File: src/rtl/enc8b10b_pkg.sv
// Shared 8b/10b encoder types: disparity classes of 5b/6b and 3b/4b
// sub-blocks, used by the running-disparity controller and its steps.
package enc8b10b_pkg;

  typedef enum logic [1:0] {
    DC_BAL     = 2'd0,
    DC_BAL_ALT = 2'd1,
    DC_UNBAL   = 2'd2,
    DC_RSVD    = 2'd3
  } enc_dcls_t;

  localparam int ENC_LANES_MAX = 8;

  // Exit disparity of one sub-block given its class and entry RD.
  function automatic logic rd_next(input enc_dcls_t c, input logic rd);
    return (c == DC_UNBAL) ? ~rd : rd;
  endfunction

endpackage

File: src/rtl/enc_rd_step.sv
// One sub-block disparity step: class + entry RD -> complement, exit RD, err.
// Ports: i_cls, i_rd in; o_compl, o_rd, o_err out. Purely combinational.
module enc_rd_step
  import enc8b10b_pkg::*;
(
  input  enc_dcls_t i_cls,
  input  logic      i_rd,
  output logic      o_compl,
  output logic      o_rd,
  output logic      o_err
);

  always_comb begin
    o_compl = 1'b0;
    o_rd    = rd_next(i_cls, i_rd);
    o_err   = 1'b0;
    unique case (i_cls)
      DC_BAL:     o_compl = 1'b0;
      DC_BAL_ALT: o_compl = i_rd;
      DC_UNBAL:   o_compl = i_rd;
      DC_RSVD:    o_err   = 1'b1;
    endcase
  end

endmodule

File: src/rtl/enc_rd_ctrl.sv
// 8b/10b running-disparity controller: per-lane complement decisions,
// one register stage with valid/ready on both sides.
// Ports: clk, rst (async high), in_valid/in_ready, in_cls6/in_cls4,
// out_valid/out_ready, compl6, compl4, rd_lane, cls_err.
// Option: ENC_RD_FORCE_EN adds rd_force/rd_force_val to override RD.
module enc_rd_ctrl
  import enc8b10b_pkg::*;
#(
  parameter int   LANES   = 4,
  parameter logic RD_INIT = 1'b0
) (
  input  logic               clk,
  input  logic               rst,
  input  logic               in_valid,
  output logic               in_ready,
  input  logic [2*LANES-1:0] in_cls6,
  input  logic [2*LANES-1:0] in_cls4,
`ifdef ENC_RD_FORCE_EN
  input  logic               rd_force,
  input  logic               rd_force_val,
`endif
  output logic               out_valid,
  input  logic               out_ready,
  output logic [LANES-1:0]   compl6,
  output logic [LANES-1:0]   compl4,
  output logic [LANES-1:0]   rd_lane,
  output logic [LANES-1:0]   cls_err
);

  logic             r_rd;
  logic             r_out_valid;
  logic [LANES-1:0] r_compl6;
  logic [LANES-1:0] r_compl4;
  logic [LANES-1:0] r_rd_lane;
  logic [LANES-1:0] r_cls_err;

  logic             w_in_xfer;
  logic             w_out_xfer;
  logic             w_rd_entry;
  logic             w_rd_chain [0:2*LANES];
  enc_dcls_t        w_cls6 [LANES];
  enc_dcls_t        w_cls4 [LANES];
  logic [LANES-1:0] w_c6;
  logic [LANES-1:0] w_c4;
  logic [LANES-1:0] w_e6;
  logic [LANES-1:0] w_e4;
  logic [LANES-1:0] w_rdl;

  assign in_ready   = ~r_out_valid | out_ready;
  assign w_in_xfer  = in_valid & in_ready;
  assign w_out_xfer = r_out_valid & out_ready;

`ifdef ENC_RD_FORCE_EN
  assign w_rd_entry = rd_force ? rd_force_val : r_rd;
`else
  assign w_rd_entry = r_rd;
`endif

  assign w_rd_chain[0] = w_rd_entry;

  // Chain order: lane0 6b, lane0 4b, lane1 6b, ...
  for (genvar g = 0; g < LANES; g++) begin : g_lane
    assign w_cls6[g] = enc_dcls_t'(in_cls6[2*g +: 2]);
    assign w_cls4[g] = enc_dcls_t'(in_cls4[2*g +: 2]);

    enc_rd_step u_s6 (
      .i_cls   (w_cls6[g]),
      .i_rd    (w_rd_chain[2*g]),
      .o_compl (w_c6[g]),
      .o_rd    (w_rd_chain[2*g+1]),
      .o_err   (w_e6[g])
    );

    enc_rd_step u_s4 (
      .i_cls   (w_cls4[g]),
      .i_rd    (w_rd_chain[2*g+1]),
      .o_compl (w_c4[g]),
      .o_rd    (w_rd_chain[2*g+2]),
      .o_err   (w_e4[g])
    );

    assign w_rdl[g] = w_rd_chain[2*g+2];
  end

  always_ff @(posedge clk or posedge rst) begin
    if (rst) begin
      r_rd        <= RD_INIT;
      r_out_valid <= 1'b0;
      r_compl6    <= '0;
      r_compl4    <= '0;
      r_rd_lane   <= {LANES{RD_INIT}};
      r_cls_err   <= '0;
    end else if (w_in_xfer) begin
      r_rd        <= w_rd_chain[2*LANES];
      r_out_valid <= 1'b1;
      r_compl6    <= w_c6;
      r_compl4    <= w_c4;
      r_rd_lane   <= w_rdl;
      r_cls_err   <= w_e6 | w_e4;
    end else begin
      if (w_out_xfer) r_out_valid <= 1'b0;
`ifdef ENC_RD_FORCE_EN
      if (rd_force) r_rd <= rd_force_val;
`endif
    end
  end

  assign out_valid = r_out_valid;
  assign compl6    = r_compl6;
  assign compl4    = r_compl4;
  assign rd_lane   = r_rd_lane;
  assign cls_err   = r_cls_err;

endmodule

File: config.mk
export PLATFORM = sky130hd
export DESIGN_NAME = enc_rd_ctrl
export DESIGN_NICKNAME = d
export VERILOG_FILES = /design/src/rtl/enc8b10b_pkg.sv /design/src/rtl/enc_rd_step.sv /design/src/rtl/enc_rd_ctrl.sv
export SDC_FILE = /design/constraint.sdc
export NUM_CORES = 1
export LEC_CHECK = 0
export BUFFER_PORTS_ARGS = -buffer_cell sky130_fd_sc_hd__buf_2
export CAP_MARGIN = 20
export CORE_ASPECT_RATIO = 1.5
export CORE_UTILIZATION = 45
export DETAILED_ROUTE_END_ITERATION = 8
export GPL_TIMING_DRIVEN = 0
export PLACE_DENSITY = 0.78
export SLEW_MARGIN = 20
export SYNTH_ARGS = -nofsm -noshare
export SYNTH_HDL_FRONTEND = slang
export SYNTH_HIERARCHICAL = 1
export SYNTH_SLANG_ARGS = --single-unit
export TNS_END_PERCENT = 50
File: constraint.sdc
create_clock -name clk -period 2.9 [get_ports clk]
set_clock_uncertainty 0.05 [all_clocks]
set_input_delay 0.435 -clock clk [delete_from_list [all_inputs] [get_ports clk]]
set_output_delay 0.435 -clock clk [all_outputs]
set_load 0.02 [all_outputs]
# Word-level counts from Yosys, hierarchy flattened
# Index checks and enable logic that the tools add are counted.
word_totals:
  mem_bits_rw: 0
  input_bits: 20
  register_bits: 18
  wordCells: 78
  n_memories: 0
  romBits: 0
  output_inout_bits: 18
  latch_bits: 0
op_classes:
  n_eq_ne: 24
  n_mul: 0
  bitwise_logic: 13
  div: 0
  reduce_logical: 9
  mux: 26
  n_addsub: 0
  magnitude_cmp: 0
  shifts: 0
op_table:
  columns: ["op", "n"]
  rows:
  - ["== test 2 bit, second input constant", 16]
  - ["2-to-1 mux 1 bit", 26]
  - ["== test 2 x 1 -> 1 bit, second input constant", 8]
  - ["OR reduction 2 bit", 8]
  - ["inverter 1 bit", 9]
  - ["bitwise OR 4 bit", 1]
  - ["AND 1 bit", 2]
  - ["nonzero test 2 bit", 1]
  - ["bitwise OR 1 bit", 1]

# Depth between registers and ports, before layout
# Gate-level depths: netlist (run 1).
logic_depth:
  depth_word: 16
  mapped_depth: 11
  depth_no_buf: 11

# By module
# The synthesis (run 1) kept the hierarchy.
modules_own_cells:
  columns: ["mod", "seq_area_each_um2", "area_per_inst_um2", "cells_per_inst", "instances"]
  rows:
  - ["enc_rd_ctrl", 425.4, 721.9, 49, 1]
  - ["enc_rd_step", 0.0, 43.8, 5, 8]

# Least setup slack after synthesis (run 1)
# Ideal clock, no wire load.
synth_path:
  path_kind: "in2reg"
  start: "input port in_cls6[0]"
  end: "register r_rd"
  path_slack_ps: 263
  path_buffers: 0
  arrival_ps: 2461
  path_stages: 11
  setup_ps: 125
  required_ps: 2725
  path_cell_list: "inv_1 -> ha_1 -> xor2_1 -> xor2_1 -> xor2_1 -> xor2_1 -> xor2_1 -> xor2_1 -> xor2_1 -> xor2_1 -> mux2_4"
synth_rtl:
  columns: ["item", "line", "rtl"]
  rows:
  - ["from (decl)", "enc_rd_ctrl.sv:16", "input logic [2*LANES-1:0] in_cls6,"]
  - ["to (signal assigned)", "enc_rd_ctrl.sv:94", "r_rd <= w_rd_chain[2*LANES];"]
  - ["to (decl)", "enc_rd_ctrl.sv:30", "logic r_rd;"]

==> results of run 1 <==
[flip-flops by register name, summed over array words and instances (netlist names)]
signal     count
cls_err        4
compl4         4
compl6         4
out_valid      1
r_rd           1
rd_lane        3
[cell usage in the layout, fill, tap and decap left out, drive strengths merged]
| cell type | synthesis | final |
|---|---|---|
| a21oi | 8 | 8 |
| inv | 9 | 9 |
| nand2b | 1 | 1 |
| clkbuf | 0 | 4 |
| dfrtp | 17 | 17 |
| xor2 | 8 | 8 |
| nor2 | 4 | 4 |
| and2 | 1 | 1 |
| ha | 16 | 16 |
| buf | 4 | 41 |
| or2b | 1 | 1 |
| nor2b | 8 | 8 |
| mux2 | 12 | 12 |
[cell families after synthesis]
| family | synth area share (%) |
|---|---|
| AO/OA/AOI/OAI | 3.73 |
| XOR/XNOR | 6.53 |
| adder cells (fa/ha/maj) | 18.7 |
| buffers and inverters | 7.82 |
| flip-flops | 39.7 |
| multiplexers | 14.7 |
| AND/OR/NAND/NOR | 8.87 |
[through the flow]
| stage | TNS, ps | util [%] |
|---|---|---|
| floorplan | 0 | - |
| CTS | 0 | 58.8 |
| global placement | -293 | 57.6 |
| finish | 0 | 59.4 |
| global route | 0 | 59.4 |
| detailed placement | -351 | 57.6 |
[Yosys cell counts]
library cell	count
sky130_fd_sc_hd__buf_12	1
sky130_fd_sc_hd__inv_1	9
sky130_fd_sc_hd__nor2b_1	8
sky130_fd_sc_hd__buf_6	2
sky130_fd_sc_hd__or2b_1	1
sky130_fd_sc_hd__nand2b_4	1
sky130_fd_sc_hd__dfrtp_1	17
sky130_fd_sc_hd__mux2_2	6
sky130_fd_sc_hd__a21oi_1	8
sky130_fd_sc_hd__xor2_1	8
sky130_fd_sc_hd__buf_4	1
sky130_fd_sc_hd__ha_1	16
sky130_fd_sc_hd__nor2_1	4
sky130_fd_sc_hd__mux2_4	6
sky130_fd_sc_hd__and2_4	1
[cell type report]
cell class              instances  area [sq um]  share of cell area (%)
repair buffers                 37           185                    13.9
well taps                      23          28.8                    2.17
flip-flops and latches         17           425                    32.0
clock buffers                   4          26.3                    1.98
multi-input cells              59           578                    43.5
plain buffers                   4          50.0                    3.77
inverters                       9          33.8                    2.54
[power groups by stage]
| stage | combinational [uW] | clock, uW | sequential [uW] |
|---|---|---|---|
| 4_1_cts | 522 | 128 | 375 |
| 6_report | 520 | 125 | 375 |
| 3_5_place_dp | 519 | 0 | 380 |
| 5_1_grt | 562 | 142 | 390 |
| 3_3_place_gp | 507 | 0 | 374 |
| 2_1_floorplan | 273 | 0 | 472 |
[critical path, stage by stage]
cell                     delay [ps]
sky130_fd_sc_hd__buf_2          110
sky130_fd_sc_hd__inv_1           50
sky130_fd_sc_hd__ha_1           180
sky130_fd_sc_hd__xor2_2         200
sky130_fd_sc_hd__xor2_2         230
sky130_fd_sc_hd__xor2_1         230
sky130_fd_sc_hd__xor2_1         280
sky130_fd_sc_hd__xor2_1         240
sky130_fd_sc_hd__xor2_1         270
sky130_fd_sc_hd__xor2_1         240
sky130_fd_sc_hd__xor2_1         100
sky130_fd_sc_hd__mux2_4         260
[how the worst min path moves through the flow]
| stage | start | to | slack [ps] | cells past startpoint |
|---|---|---|---|---|
| 6_report | rst | r_rd | 170 | 2 |
| 5_1_grt | rst | compl6[2] | 220 | 2 |
| 4_1_cts | rst | r_rd | 200 | 2 |
| 3_5_place_dp | compl4[2] | compl4[2] | 450 | 1 |
| 3_3_place_gp | compl4[0] | compl4[0] | 440 | 1 |
| 2_1_floorplan | rst | cls_err[0] | 310 | 1 |
[timing repair]
action / 4_1_cts / 5_1_grt
endpoints found under the setup margin: 0 / 1
endpoints found under the hold margin: 0 / 0
resized for setup: 0 / 2
[per-layer routing]
layer	vias to the layer above	wire [um]	share of wire (%)	global-route usage, %
met1	368	717	38	17.8
met4	0	25	1.3	6.91
met5	-	0	0	0
met2	18	1060	56	29.5
li1	370	-	-	-
met3	2	91	4.8	3.18
==> metrics.md, run 1 <==
| Metric | Value |
|---|---|
| Number of buffers inserted by port buffering | `37` |
| Net switching power | `392 uW` |
| Part of the total power dissipated in combinational logic | `51.0%` |
| Worst flop-to-flop path startpoint | `r_rd` |
| I/O pin count | `38` |
| Number of rows in the core area | `21` |
| Final Worst Setup Slack | `201 ps` |
| Placeable core region | `2230 sq um` |
| Chip height | `61.8 um` |
| Global-route wire length before repair | `3060 um` |
| Total chip power | `1020 uW` |
| Count of routing violations after the opening detailed-route iteration | `10` |
| Flop and latch count out of synthesis | `17` |
| Die Wd | `41.9 um` |
| Routed length per instance | `12.4 um` |
| Max-slew violations | `0` |
| Final Wtd Congestion | `0.738` |
| Total power density per cell area | `768 nW/um^2` |
| Avg Cell Area, Syn | `12.0 sq um` |
| Layout fillers | `195` |
| Antenna violations before repair | `0` |
| Outcome | `finished, final reports clean` |
| CTS HTree Levels | `1` |
| Non-Filler Cell Area, Final | `1330 sq um` |
| Last element of the critical path | `r_rd` |
| Worst relative slew slack | `57.1%` |
| Type of the tightest min-delay check | `in -> async` |
| Critical R2R Capture | `r_rd` |
| # DRC | `0` |
| Final setup violating endpoints | `0` |
| Reported max-cap violation count | `0` |
| Diodes inserted | `0` |
| CTS buffer count | `3` |
| Summed instance area of the synthesized netlist | `1070 sq um` |
| Critical Path Source Type | `input port` |
| Post-layout minimum cycle time | `2700 ps` |
| Classification of the worst setup path | `in -> reg` |
| First-pass iteration count of the detailed router | `4` |
| Worst-case reg-to-reg path depth | `9` |
| Fraction of the yosys area taken by sequential cells | `39.7%` |
| Count of antenna-violating nets left after detailed routing | `0` |
| Worst voltage drop across the vdd grid | `0.000408 V` |
| Number of vias per cell | `4.95` |
| Post-layout net count | `167` |
| Final count of hold timing violations | `0` |
| Unique masters post-synth | `15` |
| Pre-CTS WS | `-205 ps` |
| Unrepaired setup endpoints after global routing | `no` |
| CTS tree | `done` |
| Non-filler cells, final | `153` |
| Worst slack on hold paths | `173 ps` |
| Total routing usage reported by global routing | `15.9%` |
| Switching power share of the total | `38.5%` |
| Clk root buf | `sky130_fd_sc_hd__clkbuf_4` |
| Share of layout cells above drive strength 1 | `46.2%` |
| Required time of the critical path | `3020 ps` |
| Layout area overhead | `23.8%` |
| Floorplan die area | `2590 sq um` |
| Crit path arrival time | `2820 ps` |
| Area share of the largest cell type after synthesis | `39.7%` |
| Pin count of the biggest net entering global routing | `18` |
| Static Leakage | `0.000741 uW` |
| Internal power of the cells | `627 uW` |
| Synth Warn # | `6` |
| Clk Latency, worst-skew pair | `280 ps` |
| Area contributors post-synth | `sky130_fd_sc_hd__dfrtp_1 40%, sky130_fd_sc_hd__ha_1 19%, sky130_fd_sc_hd__mux2_4 8.4%, sky130_fd_sc_hd__xor2_1 6.5%, sky130_fd_sc_hd__mux2_2 6.3%` |
| CP endpoint kind | `flip-flop` |
| CTS sink cnt | `17` |
| Total gr overflow | `0` |
| Hold Buf Count CTS | `0` |
| Fraction of the cycle the final worst path needs | `93.1%` |
| Top cell type by total area after synthesis | `sky130_fd_sc_hd__dfrtp_1` |
| Launching instance or port of the critical path | `in_cls6[0]` |
| Synthesized instance count | `89` |
| DR vias | `758` |
| Aggregate routed wire length | `1890 um` |
| Placed instance count | `149` |
| Number of buffers inserted by post-CTS setup repair | `0` |
| Via count of the first global-routing pass | `726` |
| Post-detailed-placement half-perimeter wirelength | `1560 um` |
| Number of nets produced by synthesis | `125` |
| Clock share of power | `12.2%` |
| Highest attainable clock frequency | `0.371 GHz` |
| Clock edge transition at the registers on the reported setup and hold paths | `100 ps` |
| Actual slew at the worst max-slew pin | `642 ps` |
| DP Area | `1290 sq um` |
| Number of buffers between clock root and the deepest sink | `2` |
| Register share of total power | `36.8%` |
| Setup slack, reg-to-reg | `220 ps` |
| Starting utilization of the core area | `48.0%` |
| Max FO, Critical Path | `3` |
No activity file was read; power rests on OpenSTA's default activity.
==> inputs of run 2 (changes only) <==
--- a/config.mk
+++ b/config.mk
@@ -12,7 +12,6 @@
 export DETAILED_ROUTE_END_ITERATION = 8
 export GPL_TIMING_DRIVEN = 0
 export PLACE_DENSITY = 0.78
-export SLEW_MARGIN = 20
 export SYNTH_ARGS = -nofsm -noshare
 export SYNTH_HDL_FRONTEND = slang
 export SYNTH_HIERARCHICAL = 1
==> constraint.sdc (replaced) <==
create_clock -name clk -period 2.8 [get_ports clk]
set_clock_uncertainty 0.05 [all_clocks]
set_input_delay 0.42 -clock clk [delete_from_list [all_inputs] [get_ports clk]]
set_output_delay 0.42 -clock clk [all_outputs]
set_load 0.02 [all_outputs]
==> run 2 against run 1 <==
Via count increased by 0.13%; critical path depth unchanged; register-to-register slack about the same; setup slack got worse by 31 ps; global-route usage increased by 0.19 points; cell area increased by 1.7%; total power increased by 5.8%; largest power group unchanged; worst hold slack got worse by 11 ps; first-iteration DRC count decreased by 10%.
==> metrics.md, run 2 (same netlist as run 1, synthesis figures left out) <==
| Metric | Value |
|---|---|
| Outcome | `finished, final reports clean` |
| Required time of the critical path | `2920 ps` |
| Count of routing violations after the opening detailed-route iteration | `9` |
| CTS tree | `done` |
| Total power density per cell area | `798 nW/um^2` |
| Number of rows in the core area | `21` |
| Die Wd | `41.9 um` |
| Final count of hold timing violations | `0` |
| Count of antenna-violating nets left after detailed routing | `0` |
| Switching power share of the total | `38.5%` |
| Clk root buf | `sky130_fd_sc_hd__clkbuf_4` |
| Fraction of the cycle the final worst path needs | `93.9%` |
| Highest attainable clock frequency | `0.380 GHz` |
| Internal power of the cells | `663 uW` |
| CP endpoint kind | `flip-flop` |
| Number of buffers inserted by port buffering | `37` |
| Max FO, Critical Path | `3` |
| Clk Latency, worst-skew pair | `280 ps` |
| Classification of the worst setup path | `in -> reg` |
| Pin count of the biggest net entering global routing | `18` |
| Antenna violations before repair | `0` |
| CTS sink cnt | `17` |
| Clock edge transition at the registers on the reported setup and hold paths | `100 ps` |
| Non-filler cells, final | `154` |
| Total Negative Setup Slacks | `0 ps` |
| Post-layout net count | `168` |
| Net switching power | `415 uW` |
| First-pass iteration count of the detailed router | `2` |
| Worst slack on hold paths | `163 ps` |
| Placeable core region | `2230 sq um` |
| Layout fillers | `190` |
| Unrepaired setup endpoints after global routing | `no` |
| Commonest cells after routing, fill and taps aside | `37 x sky130_fd_sc_hd__buf_2, 17 x sky130_fd_sc_hd__dfrtp_1, 16 x sky130_fd_sc_hd__ha_1` |
| Layout area overhead | `25.9%` |
| Register share of total power | `36.0%` |
| Final Wtd Congestion | `0.738` |
| Final setup violating endpoints | `0` |
| Critical Path Source Type | `input port` |
| Floorplan die area | `2590 sq um` |
| Worst relative slew slack | `56.6%` |
| Pre-CTS WS | `-290 ps` |
| Worst voltage drop across the vdd grid | `0.000439 V` |
| Post-detailed-placement half-perimeter wirelength | `1560 um` |
| Crit path arrival time | `2750 ps` |
| Static Leakage | `0.000748 uW` |
| Via count of the first global-routing pass | `732` |
| Register cell area after layout | `425 sq um` |
| Reported max-cap violation count | `0` |
| Final Worst Setup Slack | `171 ps` |
| Final Util | `60.4%` |
| Max-slew violations | `0` |
| Type of the tightest min-delay check | `in -> async` |
| Number of buffers between clock root and the deepest sink | `2` |
| Total routing usage reported by global routing | `16.1%` |
| Clock share of power | `11.9%` |
| DR vias | `759` |
| Routed length per instance | `12.5 um` |
| CTS HTree Levels | `1` |
| Area of the multi-input gates | `593 sq um` |
| Aggregate routed wire length | `1920 um` |
| Placed instance count | `149` |
| Hold Buf Count CTS | `0` |
| Global-route wire length before repair | `3100 um` |
| # DRC | `0` |
| Starting utilization of the core area | `48.0%` |
| Chip height | `61.8 um` |
| Post-layout minimum cycle time | `2630 ps` |
| Total gr overflow | `0` |
| CTS buffer count | `3` |
| Share of layout cells above drive strength 1 | `48.1%` |
| Actual slew at the worst max-slew pin | `651 ps` |
| Number of vias per cell | `4.93` |
| Part of the total power dissipated in combinational logic | `52.2%` |
| Diodes inserted | `0` |
| Leading cell type in the layout, fill and taps excluded | `sky130_fd_sc_hd__buf_2` |
| I/O pin count | `38` |
-- run 2: final timing paths --
| path | start | endpoint | slack, ps | cells after the start |
|---|---|---|---|---|
| max in group asynchronous | rst | cls_err[0] | 2120 | 2 |
| hold / removal | rst | compl6[0] | 160 | 2 |
| min in group clk | in_valid | out_valid | 380 | 2 |
| setup / recovery | in_cls6[0] | r_rd | 170 | 12 |
| hold reg to reg | rd_lane[2] | rd_lane[2] | 460 | 1 |
| setup reg to reg | r_rd | r_rd | 230 | 9 |
-- run 2: critical path: stages --
cell                     delay (ps)
sky130_fd_sc_hd__buf_2           90
sky130_fd_sc_hd__inv_1           40
sky130_fd_sc_hd__ha_1           220
sky130_fd_sc_hd__xor2_2         220
sky130_fd_sc_hd__xor2_2         240
sky130_fd_sc_hd__xor2_2         220
sky130_fd_sc_hd__xor2_2         210
sky130_fd_sc_hd__xor2_1         230
sky130_fd_sc_hd__xor2_1         270
sky130_fd_sc_hd__xor2_1         240
sky130_fd_sc_hd__xor2_1         100
sky130_fd_sc_hd__mux2_4         260
-- run 2: layer usage --
layer	global-route usage (%)	part of all wire, %	vias up
li1	-	-	368
met1	18.0	38	371
met2	29.9	56	18
met3	3.18	4.6	2
met4	6.91	1.3	0
met5	0	0	-
-- run 2: metrics by stage --
step | area, sq um | total power (uW)
finish | 1350 | 1080
global placement | 1290 | 913
global route | 1350 | 1160
CTS | 1320 | 1070
detailed placement | 1290 | 931
floorplan | 1070 | 771
-- run 2: power by group through the flow --
stage / clock network [uW] / registers (uW) / logic (uW)
finish: 128 / 388 / 562
global route: 147 / 403 / 607
CTS: 133 / 388 / 553
detailed placement: 0 / 394 / 537
global placement: 0 / 387 / 525
floorplan: 0 / 489 / 282
-- run 2: what timing repair did --
item | CTS | global route
endpoints found under the setup margin | 1 | 2
pin swaps | 1 | 6
cloned | 0 | 0
resized for setup | 0 | 4
setup buffers | 1 | 0
endpoints found under the hold margin | 0 | 0
-- run 2: final cells by class --
cell class,count,area share (%)
well taps,23,2.13
repair buffers,38,14.3
clock buffers,4,1.95
plain buffers,4,3.71
flip-flops and latches,17,31.5
multi-input cells,59,43.9
inverters,9,2.50
==> inputs of run 3 (changes only) <==
--- a/config.mk
+++ b/config.mk
@@ -9,8 +9,10 @@
 export CAP_MARGIN = 20
 export CORE_ASPECT_RATIO = 1.5
 export CORE_UTILIZATION = 45
+export CTS_CLUSTER_DIAMETER = 80
 export DETAILED_ROUTE_END_ITERATION = 8
 export GPL_TIMING_DRIVEN = 0
+export MAX_ROUTING_LAYER = met4
 export PLACE_DENSITY = 0.78
 export SYNTH_ARGS = -nofsm -noshare
 export SYNTH_HDL_FRONTEND = slang
==> run 3 against run 2 <==
Routed wire length grew 0.21%; largest cell class unchanged; highest routed layer unchanged; combinational power is essentially flat; die area is the same; sequential power is essentially flat; worst hold slack is essentially flat; utilization is the same; cell count is the same; via count is the same; clock power is essentially flat; setup slack is essentially flat.
==> metrics.md, run 3 (same netlist as run 1, synthesis figures left out) <==
| Metric | Value |
|---|---|
| Outcome | `finished, final reports clean` |
| CTS HTree Levels | `1` |
| Clk Latency, worst-skew pair | `280 ps` |
| Layout area overhead | `25.9%` |
| Total chip power | `1080 uW` |
| Final Wtd Congestion | `0.747` |
| Commonest cells after routing, fill and taps aside | `37 x sky130_fd_sc_hd__buf_2, 17 x sky130_fd_sc_hd__dfrtp_1, 16 x sky130_fd_sc_hd__ha_1` |
| Count of routing violations after the opening detailed-route iteration | `4` |
| Switching power share of the total | `38.5%` |
| Critical Path Source Type | `input port` |
| Total Negative Setup Slacks | `0 ps` |
| Crit path arrival time | `2750 ps` |
| Internal power of the cells | `663 uW` |
| Diodes inserted | `0` |
| CTS sink cnt | `17` |
| Type of the tightest min-delay check | `in -> async` |
| CTS buffer count | `3` |
| Final Util | `60.4%` |
| Worst relative slew slack | `56.6%` |
| Number of vias per cell | `4.93` |
| First-pass iteration count of the detailed router | `2` |
| Via count of the first global-routing pass | `733` |
| Clock edge transition at the registers on the reported setup and hold paths | `100 ps` |
| Part of the total power dissipated in combinational logic | `52.2%` |
| Highest attainable clock frequency | `0.380 GHz` |
| Critical R2R Capture | `r_rd` |
| Routed length per instance | `12.5 um` |
| Total power density per cell area | `799 nW/um^2` |
| Setup slack, reg-to-reg | `230 ps` |
| Static Leakage | `0.000748 uW` |
| Final setup violating endpoints | `0` |
| Unrepaired setup endpoints after global routing | `no` |
| Final count of hold timing violations | `0` |
| Worst-case reg-to-reg path depth | `9` |
| Clk root buf | `sky130_fd_sc_hd__clkbuf_4` |
| Post-layout minimum cycle time | `2630 ps` |
| CP endpoint kind | `flip-flop` |
| Actual slew at the worst max-slew pin | `650 ps` |
| Placeable core region | `2230 sq um` |
| Register share of total power | `36.0%` |
| Global-route wire length before repair | `3100 um` |
| Share of layout cells above drive strength 1 | `48.1%` |
| Total routing usage reported by global routing | `16.6%` |
| Total gr overflow | `0` |
| Count of antenna-violating nets left after detailed routing | `0` |
| Worst voltage drop across the vdd grid | `0.000440 V` |
| Antenna violations before repair | `0` |
| CTS tree | `done` |
| Required time of the critical path | `2920 ps` |
| I/O pin count | `38` |
| Max FO, Critical Path | `3` |
| Number of buffers inserted by port buffering | `37` |
| Reported max-cap violation count | `0` |
| Max-slew violations | `0` |
| Number of rows in the core area | `21` |
| Worst flop-to-flop path startpoint | `r_rd` |
| Die Wd | `41.9 um` |
| Floorplan die area | `2590 sq um` |
| Clock share of power | `11.9%` |
| DR vias | `759` |
| Leading cell type in the layout, fill and taps excluded | `sky130_fd_sc_hd__buf_2` |
| Starting utilization of the core area | `48.0%` |
| Number of buffers between clock root and the deepest sink | `2` |
| Post-detailed-placement half-perimeter wirelength | `1560 um` |
| Chip height | `61.8 um` |
| Net switching power | `415 uW` |
| Aggregate routed wire length | `1930 um` |
| # DRC | `0` |
| Fraction of the cycle the final worst path needs | `93.9%` |
| Post-layout net count | `168` |
| Pin count of the biggest net entering global routing | `18` |
| Launching instance or port of the critical path | `in_cls6[0]` |
| Classification of the worst setup path | `in -> reg` |
==> run 3: per-stage QoR <==
stage	instance area [sq um]	setup slack [ps]	std cells	hold WS, ps
6_report	1350	170	154	162
5_1_grt	1350	28.9	154	206
4_1_cts	1320	20.6	154	184
3_5_place_dp	1290	-290	149	445
3_3_place_gp	1290	-252	149	442
2_1_floorplan	1070	178	89	296
==> run 3: repair_timing <==
action | CTS | global route
endpoints found under the setup margin | 1 | 2
resized for setup | 0 | 4
pin swaps | 1 | 6
hold buffers | 0 | 0
setup buffers | 1 | 0
==> run 3: worst max-delay path by stage <==
stage / to / slack (ps)
2_1_floorplan: r_rd / 180
3_3_place_gp: r_rd / -250
3_5_place_dp: r_rd / -290
4_1_cts: r_rd / 20
5_1_grt: r_rd / 30
6_report: r_rd / 170
==> run 3: metal layers <==
layer / track usage, % / vias up / share of wire [%]
met5: - / - / 0
met4: 6.91 / 0 / 1.2
met3: 3.18 / 2 / 4.6
met2: 29.9 / 18 / 56
met1: 18.0 / 371 / 38
li1: - / 368 / -
==> run 3: area by class of cell <==
class,count,area (sq um)
inverter,9,33.8
timing repair buffer,38,193
fill,190,883
sequential,17,425
multi-input combinational,59,593
buffer,4,50.0
clock buffer,4,26.3
tap,23,28.8
==> run 3: worst max-delay path: stages <==
cell and delay, ps:
sky130_fd_sc_hd__buf_2 90, sky130_fd_sc_hd__inv_1 40, sky130_fd_sc_hd__ha_1 220, sky130_fd_sc_hd__xor2_2 220, sky130_fd_sc_hd__xor2_2 240, sky130_fd_sc_hd__xor2_2 220
sky130_fd_sc_hd__xor2_2 210, sky130_fd_sc_hd__xor2_1 230, sky130_fd_sc_hd__xor2_1 270, sky130_fd_sc_hd__xor2_1 240, sky130_fd_sc_hd__xor2_1 100, sky130_fd_sc_hd__mux2_4 260
==> run 3: power by group through the flow <==
stage	registers, uW	clock network, uW	logic [uW]
global route	403	147	607
CTS	388	133	553
floorplan	489	0	282
finish	388	128	562
detailed placement	394	0	537
global placement	387	0	525
